## src/rtl/rs_bypass_pkg.sv

```systemverilog
// Shared constants and helpers for the multi-port rs bypass network.
package rs_bypass_pkg;

    localparam int XLEN_DEF    = 32;
    localparam int REG_ADDR_W  = 5;
    localparam int SEL_REGFILE = 0;

    // Select code k+1 names stage k, so one extra code is needed for the regfile.
    function automatic int sel_width(input int num_stg);
        return $clog2(num_stg + 1);
    endfunction

endpackage

```

## src/rtl/rs_bypass_match.sv

```systemverilog
// Per-port priority matcher: the youngest valid entry whose rd equals the
// requested (non-x0) address wins; otherwise the regfile value passes through.
module rs_bypass_match
    import rs_bypass_pkg::*;
#(
    parameter int XLEN    = XLEN_DEF,
    parameter int NUM_STG = 3,
    parameter int SELW    = 2
) (
    input  logic [REG_ADDR_W-1:0]         addr_i,
    input  logic [XLEN-1:0]               rf_i,
    input  logic [NUM_STG-1:0]            ent_valid_i,
    input  logic [NUM_STG*REG_ADDR_W-1:0] ent_rd_i,
    input  logic [NUM_STG*XLEN-1:0]       ent_data_i,
    input  logic [NUM_STG-1:0]            ent_ready_i,
    output logic [SELW-1:0]               sel_o,
    output logic [XLEN-1:0]               data_o,
    output logic                          pending_o
);

    logic [NUM_STG-1:0] hit_s;

    // Scan oldest to youngest so the youngest hit overwrites the result last.
    always_comb begin
        sel_o     = SELW'(SEL_REGFILE);
        data_o    = rf_i;
        pending_o = 1'b0;
        hit_s     = '0;
        for (int k = NUM_STG - 1; k >= 0; k--) begin
            hit_s[k]  = ent_valid_i[k] && (addr_i != '0) &&
                        (ent_rd_i[k*REG_ADDR_W +: REG_ADDR_W] == addr_i);
            sel_o     = hit_s[k] ? SELW'(k + 1) : sel_o;
            data_o    = hit_s[k] ? ent_data_i[k*XLEN +: XLEN] : data_o;
            pending_o = hit_s[k] ? ~ent_ready_i[k] : pending_o;
        end
    end

endmodule

```

## src/rtl/rs_bypass_unit.sv

```systemverilog
// Forwarding network: tracks in-flight destination writes, resolves NUM_SRC
// source operands with youngest-stage priority and flags load-use stalls.
module rs_bypass_unit
    import rs_bypass_pkg::*;
#(
    parameter int XLEN     = XLEN_DEF,
    parameter int NUM_SRC  = 2,
    parameter int NUM_STG  = 3,
    parameter int FILL_STG = 1,
    localparam int SELW    = sel_width(NUM_STG)
) (
    input  logic                          clock,
    input  logic                          reset,
    input  logic                          io_advance,
    input  logic                          io_flush,
    input  logic                          io_wb_valid,
    input  logic [REG_ADDR_W-1:0]         io_wb_rd,
    input  logic [XLEN-1:0]               io_wb_data,
    input  logic                          io_wb_ready,
    input  logic                          io_ld_fill_valid,
    input  logic [XLEN-1:0]               io_ld_fill_data,
    input  logic [NUM_SRC*REG_ADDR_W-1:0] io_rs_addr,
    input  logic [NUM_SRC*XLEN-1:0]       io_rs,
    output logic [NUM_SRC*XLEN-1:0]       io_to_rs_mux,
    output logic [NUM_SRC*SELW-1:0]       io_rs_bypass_mux_sel,
    output logic                          io_stall
);

    logic [NUM_STG-1:0]            valid_q, valid_d, ready_q, ready_d, eff_ready_s;
    logic [NUM_STG*REG_ADDR_W-1:0] rd_q, rd_d;
    logic [NUM_STG*XLEN-1:0]       data_q, data_d, eff_data_s;
    logic                          fill_hit_s;
    logic [NUM_SRC-1:0]            pend_s;
    logic [NUM_SRC*XLEN-1:0]       win_data_s, out_q;
    logic [NUM_SRC*SELW-1:0]       win_sel_s, sel_q;

    assign fill_hit_s = io_ld_fill_valid & valid_q[FILL_STG] & ~ready_q[FILL_STG];

    // Entry view with late load data merged in, so matching sees a same-cycle fill.
    always_comb begin
        eff_data_s  = data_q;
        eff_ready_s = ready_q;
        if (fill_hit_s) begin
            eff_data_s[FILL_STG*XLEN +: XLEN] = io_ld_fill_data;
            eff_ready_s[FILL_STG]             = 1'b1;
        end else begin
            eff_ready_s[FILL_STG] = ready_q[FILL_STG];
        end
    end

    for (genvar i = 0; i < NUM_SRC; i++) begin : g_port
        rs_bypass_match #(
            .XLEN    (XLEN),
            .NUM_STG (NUM_STG),
            .SELW    (SELW)
        ) u_match (
            .addr_i      (io_rs_addr[i*REG_ADDR_W +: REG_ADDR_W]),
            .rf_i        (io_rs[i*XLEN +: XLEN]),
            .ent_valid_i (valid_q),
            .ent_rd_i    (rd_q),
            .ent_data_i  (eff_data_s),
            .ent_ready_i (eff_ready_s),
            .sel_o       (win_sel_s[i*SELW +: SELW]),
            .data_o      (win_data_s[i*XLEN +: XLEN]),
            .pending_o   (pend_s[i])
        );
    end

    assign io_stall = |pend_s;

    // Shift on advance (stalled cycles inject a bubble at stage 0); otherwise hold.
    always_comb begin
        valid_d = valid_q;
        rd_d    = rd_q;
        data_d  = eff_data_s;
        ready_d = eff_ready_s;
        if (io_advance) begin
            for (int k = 1; k < NUM_STG; k++) begin
                valid_d[k]                          = valid_q[k-1];
                rd_d[k*REG_ADDR_W +: REG_ADDR_W]    = rd_q[(k-1)*REG_ADDR_W +: REG_ADDR_W];
                data_d[k*XLEN +: XLEN]              = eff_data_s[(k-1)*XLEN +: XLEN];
                ready_d[k]                          = eff_ready_s[k-1];
            end
            valid_d[0]              = io_wb_valid & ~io_flush & ~io_stall;
            rd_d[REG_ADDR_W-1:0]    = io_wb_rd;
            data_d[XLEN-1:0]        = io_wb_data;
            ready_d[0]              = io_wb_ready;
        end else begin
            valid_d[0] = valid_q[0] & ~io_flush;
        end
    end

    // Entry shift register.
    always_ff @(posedge clock or negedge reset) begin
        if (!reset) begin
            valid_q <= '0;
            ready_q <= '0;
            rd_q    <= '0;
            data_q  <= '0;
        end else begin
            valid_q <= valid_d;
            ready_q <= ready_d;
            rd_q    <= rd_d;
            data_q  <= data_d;
        end
    end

    // Operand output registers update only when the pipeline actually moves.
    always_ff @(posedge clock or negedge reset) begin
        if (!reset) begin
            out_q <= '0;
            sel_q <= '0;
        end else if (io_advance && !io_stall) begin
            out_q <= win_data_s;
            sel_q <= win_sel_s;
        end else begin
            out_q <= out_q;
            sel_q <= sel_q;
        end
    end

    assign io_to_rs_mux         = out_q;
    assign io_rs_bypass_mux_sel = sel_q;

endmodule

```

## config.mk

```make
export PLATFORM = sky130hd
export DESIGN_NAME = rs_bypass_unit
export DESIGN_NICKNAME = d
export VERILOG_FILES = /design/src/rtl/rs_bypass_pkg.sv /design/src/rtl/rs_bypass_match.sv /design/src/rtl/rs_bypass_unit.sv
export SDC_FILE = /design/constraint.sdc
export NUM_CORES = 1
export LEC_CHECK = 0
export ABC_AREA = 1
export CAP_MARGIN = 0
export CORE_ASPECT_RATIO = 1.2
export CORE_MARGIN = 2
export CORE_UTILIZATION = 45
export DETAILED_ROUTE_END_ITERATION = 16
export MAX_ROUTING_LAYER = met4
export PLACE_DENSITY = 0.8
export SYNTH_ARGS = -nofsm -noshare
export SYNTH_HDL_FRONTEND = slang
export SYNTH_SLANG_ARGS = --single-unit
```

## constraint.sdc

```tcl
create_clock -name clock -period 2.58 [get_ports clock]
set_input_delay 0.516 -clock clock [delete_from_list [all_inputs] [get_ports clock]]
set_output_delay 0.516 -clock clock [all_outputs]
set_load 0.01 [all_outputs]
```

======== After elaboration in Yosys (flattened, before gate mapping) ========
Cells that the tools add are included.
word-level totals
  bits in registers ....................... 185
  bits in latches ......................... 0
  memory bits (writable) .................. 0
  ROM bits ................................ 0
  input port bits ......................... 150
  output and inout port bits .............. 69
  word-level logic and storage cells ...... 66
  memories kept ........................... 0
operators by class
  add/sub/neg operators ................... 0
  multiply operators ...................... 0
  div/mod/pow operators ................... 0
  magnitude comparators ................... 0
  equal/unequal tests ..................... 6
  shift operators ......................... 0
  mux-type cells .......................... 23
  bitwise logic cells ..................... 11
  reductions and logical operators ........ 17
operators by type and width
  kind                 number
  32-bit two-way mux   7
  64-bit two-way mux   1
  5-bit equality test  6
  2-bit two-way mux    7
  1-bit logical AND    13
  5-bit nonzero test   2
  1-bit two-way mux    8
  1-bit NOT            6
  1-bit bitwise AND    5
  2-bit OR reduction   1
  1-bit logical NOT    1

======== Depth between registers and ports, before layout ========
Gate-level depths: netlist of the first run.
  depth after elaboration ................. 10
  gate-level depth with buffers ........... 15
  mapped depth without buffers ............ 14

======== Modules after synthesis ========
A second synthesis of the first run with hierarchy kept.
second synthesis, totals
  cells, all modules ...................... 1709
  area total of the unflattened synthesis .. 11294.6 um^2
by module, submodules not included
  module           instances  cells an instance  area each (um^2)  sequential area each (um^2)
  rs_bypass_unit   1          955                7871.3            4629.4
  rs_bypass_match  2          377                1711.6            0.0

======== Least setup slack after synthesis of the first run ========
Ideal clock, no wire load.
  kind .................................... input port to output port
  from .................................... in io_rs_addr[4]
  to ...................................... out io_stall
  data arrival time ....................... 1.607 ns
  data required time ...................... 2.064 ns
  slack ................................... 0.457 ns
  stages on the path ...................... 13
  buffers on the path ..................... 1
  path through ............................ inv_2 nand2_1 nand2_1 nand2_1 nor2_4 nand2_2 inv_2 nand2_1 nand3_2 inv_2 nor2_4 buf_4 inv_1
between the ends
  cells in the longest elaborated chain, start to end .. 7
  elaborated cells between the ends (all ways) .. 14
  classes of those cells .................. eq/ne: 3; mux: 3; reduce/logical: 8
RTL lines
  item                             line                   source
  start, declared                  rs_bypass_unit.sv:22   input logic [NUM_SRC*REG_ADDR_W-1:0] io_rs_addr,
  5-bit nonzero test               rs_bypass_match.sv:30  hit_s[k] = ent_valid_i[k] && (addr_i != '0) &&
  1-bit logical AND (2 in series)  rs_bypass_match.sv:30
  1-bit two-way mux (2 in series)  rs_bypass_match.sv:34  pending_o = hit_s[k] ? ~ent_ready_i[k] : pending_o;
  1-bit two-way mux (*)            rs_bypass_match.sv:34
  2-bit OR reduction (*)           rs_bypass_unit.sv:69   assign io_stall = |pend_s;
  end, declared                    rs_bypass_unit.sv:26   output logic io_stall
Every way passes the cells marked *; elsewhere a longest branch is shown, timed or not.

======== Worst setup path in the final report of the first run ========
  from .................................... in io_rs_addr[2]
  to ...................................... out io_stall
The elaborated chain is that of the path after synthesis.

==> flow_summary.toml, run 1 <==
[grt]
grt_pass1_wl_um = 54800
grt_start_max_net_pins = 76
antenna_found_initial = 0
first_global_vias = 11100
grt-ovfl-total = 0
grt_usage_pct = 29.0

[detailed_routing]
via_per_inst = 5.23
via_count = 11200
remaining_drc_errors = 0
drtIter0Drc = 902
wirelength_um = 33900
wl_per_cell_um = 15.8
drt_pre_antenna_iters = 5
drtAntennaViolNets = 0

[layout]
fin_area_sq_um = 14100
num_antenna_cells = 0
final_cell_mix = "nand2_1 (613), nand3_1 (217), nor2_1 (210)"
nFillCells = 2121
layout_commonest_cell = "nand2_1"
drive_gt1_share_pct = 9.30
layoutNonFillerInstCount = 2142
num-nets-final = 1964
fin_util_pct = 61.4
syn2layout_area_growth_pct = 34.5

[sta]
period_share_pct = 97.5
fin_tns_setup_ns = 0
worst_pin_slew_ns = 0.785
maxSlewHeadroom_pct = 47.7
final_max_slew_viol_count = 0
setup_violations = 0
fmax_mhz = 398
finalHoldViolCount = 0
period_needed_ns = 2.52
skew_ns = 0.0121

[place]
port_buffers = 218
gp_congestion = 0.904
dp.cells = 2095
post-dp-hpwl_um = 22600
placed_cell_area_sq_um = 13400

[floorplan]
die_area_sq_um = 24600
die_x_um = 144
fp-row-count = 61
ios = 219
dieHeight_um = 172
coreArea_sq_um = 23000
start_util_pct = 45.7

[logic_synthesis]
synth_compound_area_share_pct = 6.16
yosysWarnings = 0
post_synth.cell_area_avg_sq_um = 6.61
synthAdderAreaFrac_pct = 0
synthXorXnorAreaFrac_pct = 0.250
syn-num-nets = 1743
yosysUniqueCellTypes = 25
synth-simple-area-share_pct = 41.5
synthMuxAreaShare_pct = 0
yosysSeqAreaShare_pct = 44.0
synth_cells = 1593
synth_seq_cells = 185
synth_top_family_by_area = "simple AND/OR/NAND/NOR gates"
netlist_area_sq_um = 10500

[pwr]
combPwrFrac_pct = 22.9
power_density_nw_per_um2 = 564
ir_drop_mv = 0.487
netSwitchingFraction_pct = 30.4
switchingPower_mw = 2.43
power.leakage_nw = 7.57
p_int_mw = 5.55
clock_power_share_pct = 33.5
pwr-share-seq_pct = 43.6

[critical_path]
required_ns = 2.06
crit_slowest_cell = "dlygate4sd2_1"
slowest_delay_ns = 0.32
critPathCaptureType = "output port"
cp.arrival_ns = 2.00
crit_type = "primary input to output port"
cp-start-kind = "primary input"
crit_chain = "dlygate4sd2_1 > nor2_1 > nand3_2 > inv_2 > nor2_1 > nand3_2 > nand2_1 > nand2_1 > nand2_2 > nor2_4 > inv_2 > buf_6"
cp_max_fo = 5

[status]
status = "finished clean"

[job]
max-cap-violations = 0

[clock_network]
clockRootBuffer = "clkbuf_16"
ctsHoldBuffers = 0
clkSinkCount = 185
cts_buffer_depth = 2
clk_pin_slew_ns = 0.07
htreeDepth = 4
clk_latency_ns = 0.44
cts_made_buffers = 17
cts_tree = "built"

[worst_hold_path]
hp-class = "primary input to async pin"
-- metal layers --
layer	up-vias	share of wire [%]	global-route usage (%)	wire, um
li1	5428	-	-	-
met3	88	6.8	4.26	2300
met4	0	3.2	12.5	1080
met2	503	49	47.6	16400
met1	5185	41	35.9	14000
met5	-	0	-	0
-- Yosys cell counts --
library cell / number / share of area (%)
nand3_1: 222 / 11
clkbuf_1: 52 / 1.9
xnor2_1: 2 / 0.17
nand4_2: 1 / 0.12
inv_2: 11 / 0.39
a21oi_1: 5 / 0.24
buf_4: 8 / 0.57
buf_6: 2 / 0.21
buf_1: 10 / 0.36
nand2_2: 1 / 0.059
buf_2: 28 / 1.3
nand3_2: 3 / 0.29
xor2_1: 1 / 0.083
nor3_1: 1 / 0.048
nor2_2: 2 / 0.12
o21ai_0: 119 / 5.7
dfrtp_1: 185 / 44
o21a_1: 2 / 0.14
nand2_1: 623 / 22
nor2_4: 3 / 0.32
nand3b_1: 1 / 0.071
o22ai_1: 2 / 0.12
nand4_1: 2 / 0.12
inv_1: 94 / 3.4
nor2_1: 213 / 7.6
-- registers in the layout (all words and copies together), names as in the netlist --
name / count
io_rs_bypass_mux_sel: 4
valid_q: 3
data_q: 96
ready_q: 3
io_to_rs_mux: 64
rd_q: 15
-- repair_timing --
| item | CTS | global route |
|---|---|---|
| buffers inserted | 9 | 7 |
| setup endpoints to repair | 70 | 70 |
| pin swaps | 6 | 7 |
| resized for setup | 31 | 16 |
-- cell families after synthesis --
logic type                after synthesis
AOI/OAI and AO/OA                     128
DFF                                   185
xor gates and xnor gates                3
buffers and inverters                 205
and+or+nand+nor                      1072
-- power by group through the flow --
| stage | sequential (mW) | clock [mW] | combinational, mW |
|---|---|---|---|
| CTS | 3.48 | 2.71 | 1.80 |
| global placement | 3.53 | 0 | 1.74 |
| floorplan | 3.55 | 0 | 0.779 |
| detailed placement | 3.53 | 0 | 1.78 |
| finish | 3.48 | 2.67 | 1.83 |
| global route | 3.53 | 2.82 | 2.03 |
-- per-stage QoR --
| stage | setup slack [ns] | hold WS [ns] | total power [mW] |
|---|---|---|---|
| final | 0.0644 | 0.0293 | 7.98 |
| after global routing | -0.0497 | 0.0484 | 8.38 |
| after CTS | 0.0333 | 0.0468 | 7.99 |
| after detailed placement | -0.635 | 0.464 | 5.31 |
| after global placement | -0.607 | 0.463 | 5.27 |
| after floorplan | 0.457 | 0.220 | 4.33 |
-- final cells by class --
| cell class | instances | area, sq um | share of cell area, % |
|---|---|---|---|
| multi-input combinational | 1203 | 5150 | 36.4 |
| sequential | 185 | 4630 | 32.7 |
| timing repair buffer | 302 | 2980 | 21.1 |
| clock buffer | 20 | 467 | 3.30 |
| inverter | 105 | 395 | 2.79 |
| tap | 315 | 394 | 2.79 |
| clock inverter | 12 | 130 | 0.920 |
-- critical path: cells and delay by family --
kind                   cells  cell delay (ns)
and+or+nand+nor            8             0.88
buffers and inverters      4             0.59
-- final timing paths --
path | startpoint | to | slack [ns] | depth (start not counted)
setup / recovery | io_rs_addr[2] | io_stall | 0.06 | 12
hold / removal | reset | rd_q[8] | 0.03 | 1
setup reg to reg | rd_q[8] | io_to_rs_mux[39] | 0.25 | 14
hold reg to reg | io_to_rs_mux[47] | io_to_rs_mux[47] | 0.48 | 2
max in group asynchronous | reset | data_q[84] | 1.86 | 2
min in group clock | io_to_rs_mux[47] | io_to_rs_mux[47] | 0.48 | 2
No activity file was read; power rests on OpenSTA's default activity.
==> inputs of run 2 (changes only) <==
--- a/config.mk
+++ b/config.mk
@@ -12,7 +12,7 @@
 export CORE_UTILIZATION = 45
 export DETAILED_ROUTE_END_ITERATION = 16
 export MAX_ROUTING_LAYER = met4
-export PLACE_DENSITY = 0.8
+export PLACE_DENSITY_LB_ADDON = 0.08
 export SYNTH_ARGS = -nofsm -noshare
 export SYNTH_HDL_FRONTEND = slang
 export SYNTH_SLANG_ARGS = --single-unit
==> run 2 against run 1 <==
Effect of this change: clock skew grew 0.0059 ns; sequential power is essentially flat; hold slack lost 0.010 ns; die area is the same; largest cell class unchanged; largest power group unchanged.
==> flow_summary.toml, run 2 (synthesized netlist as in run 1, its figures left out) <==
[critical_path]
r2r_slack_ns = 0.30
required_ns = 2.06
rr_worst_depth = 17
cp_max_fo = 4
timing.rr.end = "io_to_rs_mux[0]"
critPathCaptureType = "output port"
crit_type = "flip-flop to output port"
cp-start-kind = "flip-flop"
reg2reg_from = "rd_q[8]"
cp.arrival_ns = 1.96

[grt]
grt-ovfl-total = 0
grt_pass1_wl_um = 55200
grt_start_max_net_pins = 89
first_global_vias = 10700
grt_usage_pct = 29.4
antenna_found_initial = 0

[detailed_routing]
via_count = 11000
wl_per_cell_um = 16.0
drt_pre_antenna_iters = 5
wirelength_um = 34200
top_layer = "met4"
drtAntennaViolNets = 0
via_per_inst = 5.14
dr_wl_met3_um = 2260
remaining_drc_errors = 0
drt-met1-wl_um = 14600
wl_met2_um = 16600
drtIter0Drc = 805

[sta]
rsz0062_at_grt = "true"
setup_violations = 0
final_max_slew_viol_count = 0
period_needed_ns = 2.48
fin_tns_setup_ns = 0
fmax_mhz = 403
worst_pin_slew_ns = 0.538
maxSlewHeadroom_pct = 64.1
finalHoldViolCount = 0
period_share_pct = 96.1
skew_ns = 0.0181

[place]
gp_congestion = 0.890
post-dp-hpwl_um = 23000
port_buffers = 218

[floorplan]
ios = 219
fp-row-count = 61
die_area_sq_um = 24600
dieHeight_um = 172
coreArea_sq_um = 23000
die_x_um = 144
start_util_pct = 45.7

[clock_network]
cts_buffer_depth = 2
clkSinkCount = 185
cts_tree = "built"
clk_pin_slew_ns = 0.08
cts_made_buffers = 17
ctsHoldBuffers = 0
clk_latency_ns = 0.45
htreeDepth = 4
clockRootBuffer = "clkbuf_16"

[layout]
final_cell_mix = "nand2_1 (613), nand3_1 (219), nor2_1 (210)"
num_antenna_cells = 0
top_register = "data_q"
syn2layout_area_growth_pct = 34.1
nFillCells = 2227
fin_util_pct = 61.2
drive_gt1_share_pct = 9.19
largest_register_ffs = 96
layout_commonest_cell = "nand2_1"
num-nets-final = 1965

[job]
max-cap-violations = 0

[pwr]
power_density_nw_per_um2 = 560
power.leakage_nw = 7.55
ir_drop_mv = 0.601

[worst_hold_path]
hp-class = "primary input to async pin"

[status]
status = "finished clean"
-- run 2: changes by cell type in the layout (fill, tap and decap cells not counted), sizes merged --
cell	before	now
bufinv	1	0
dlygate4sd2	8	7
clkinvlp	2	1
clkdlybuf4s15	2	1
clkinv	4	6
inv	110	112
buf	86	87
-- run 2: per-stage QoR --
stage / hold WS, ns / worst slack [ns] / area, sq um / instances / power [mW]
2_1_floorplan: 0.220 / 0.457 / 10500 / 1593 / 4.33
3_3_place_gp: 0.464 / -0.593 / 13400 / 2099 / 5.30
3_5_place_dp: 0.465 / -0.615 / 13400 / 2099 / 5.33
4_1_cts: 0.0336 / 0.0319 / 14000 / 2134 / 7.94
5_1_grt: 0.0485 / -0.0331 / 14100 / 2143 / 8.32
6_report: 0.0190 / 0.100 / 14100 / 2143 / 7.90
-- run 2: layout make-up --
cell class | instances | area (sq um) | share of cell area [%]
clock buffer | 18 | 429 | 3.04
clock inverter | 14 | 154 | 1.09
inverter | 105 | 398 | 2.82
multi-input combinational | 1203 | 5130 | 36.4
sequential | 185 | 4630 | 32.8
tap | 315 | 394 | 2.79
timing repair buffer | 303 | 2970 | 21.1
-- run 2: what timing repair did --
action	in CTS	in global routing
buffers inserted	3	9
pin swaps	4	5
endpoints found under the hold margin	0	0
setup endpoints to repair	25	25
resized for setup	23	22
-- run 2: critical path, cell delays in order, from the launching register on --
cell	delay, ns
dfrtp_2	0.45
a21oi_2	0.16
nand2_2	0.09
nor2_4	0.16
nand2_4	0.09
inv_4	0.06
nand2_2	0.04
nand3_2	0.08
inv_2	0.05
nor2_4	0.16
inv_1	0.05
buf_2	0.13
-- run 2: routing by layer --
| metal | vias up | global-route usage (%) |
|---|---|---|
| li1 | 5429 | - |
| met1 | 5146 | 38.6 |
| met2 | 394 | 47.8 |
| met3 | 54 | 3.84 |
| met4 | 0 | 9.04 |
| met5 | - | - |
-- run 2: worst max path at each step --
stage | from | to | slack (ns) | cells after the start
finish | rd_q[8] | io_stall | 0.10 | 11
global route | rd_q[8] | io_stall | -0.03 | 14
CTS | rd_q[8] | io_stall | 0.03 | 14
detailed placement | io_rs_addr[8] | io_to_rs_mux[54] | -0.61 | 16
global placement | io_rs_addr[3] | io_stall | -0.59 | 13
floorplan | io_rs_addr[4] | io_stall | 0.46 | 13
-- run 2: where the power goes --
part           total, mW  internal [mW]  switching (mW)
Sequential          3.49           3.25           0.234
Combinational       1.81          0.863           0.950
Clock               2.60           1.30            1.30
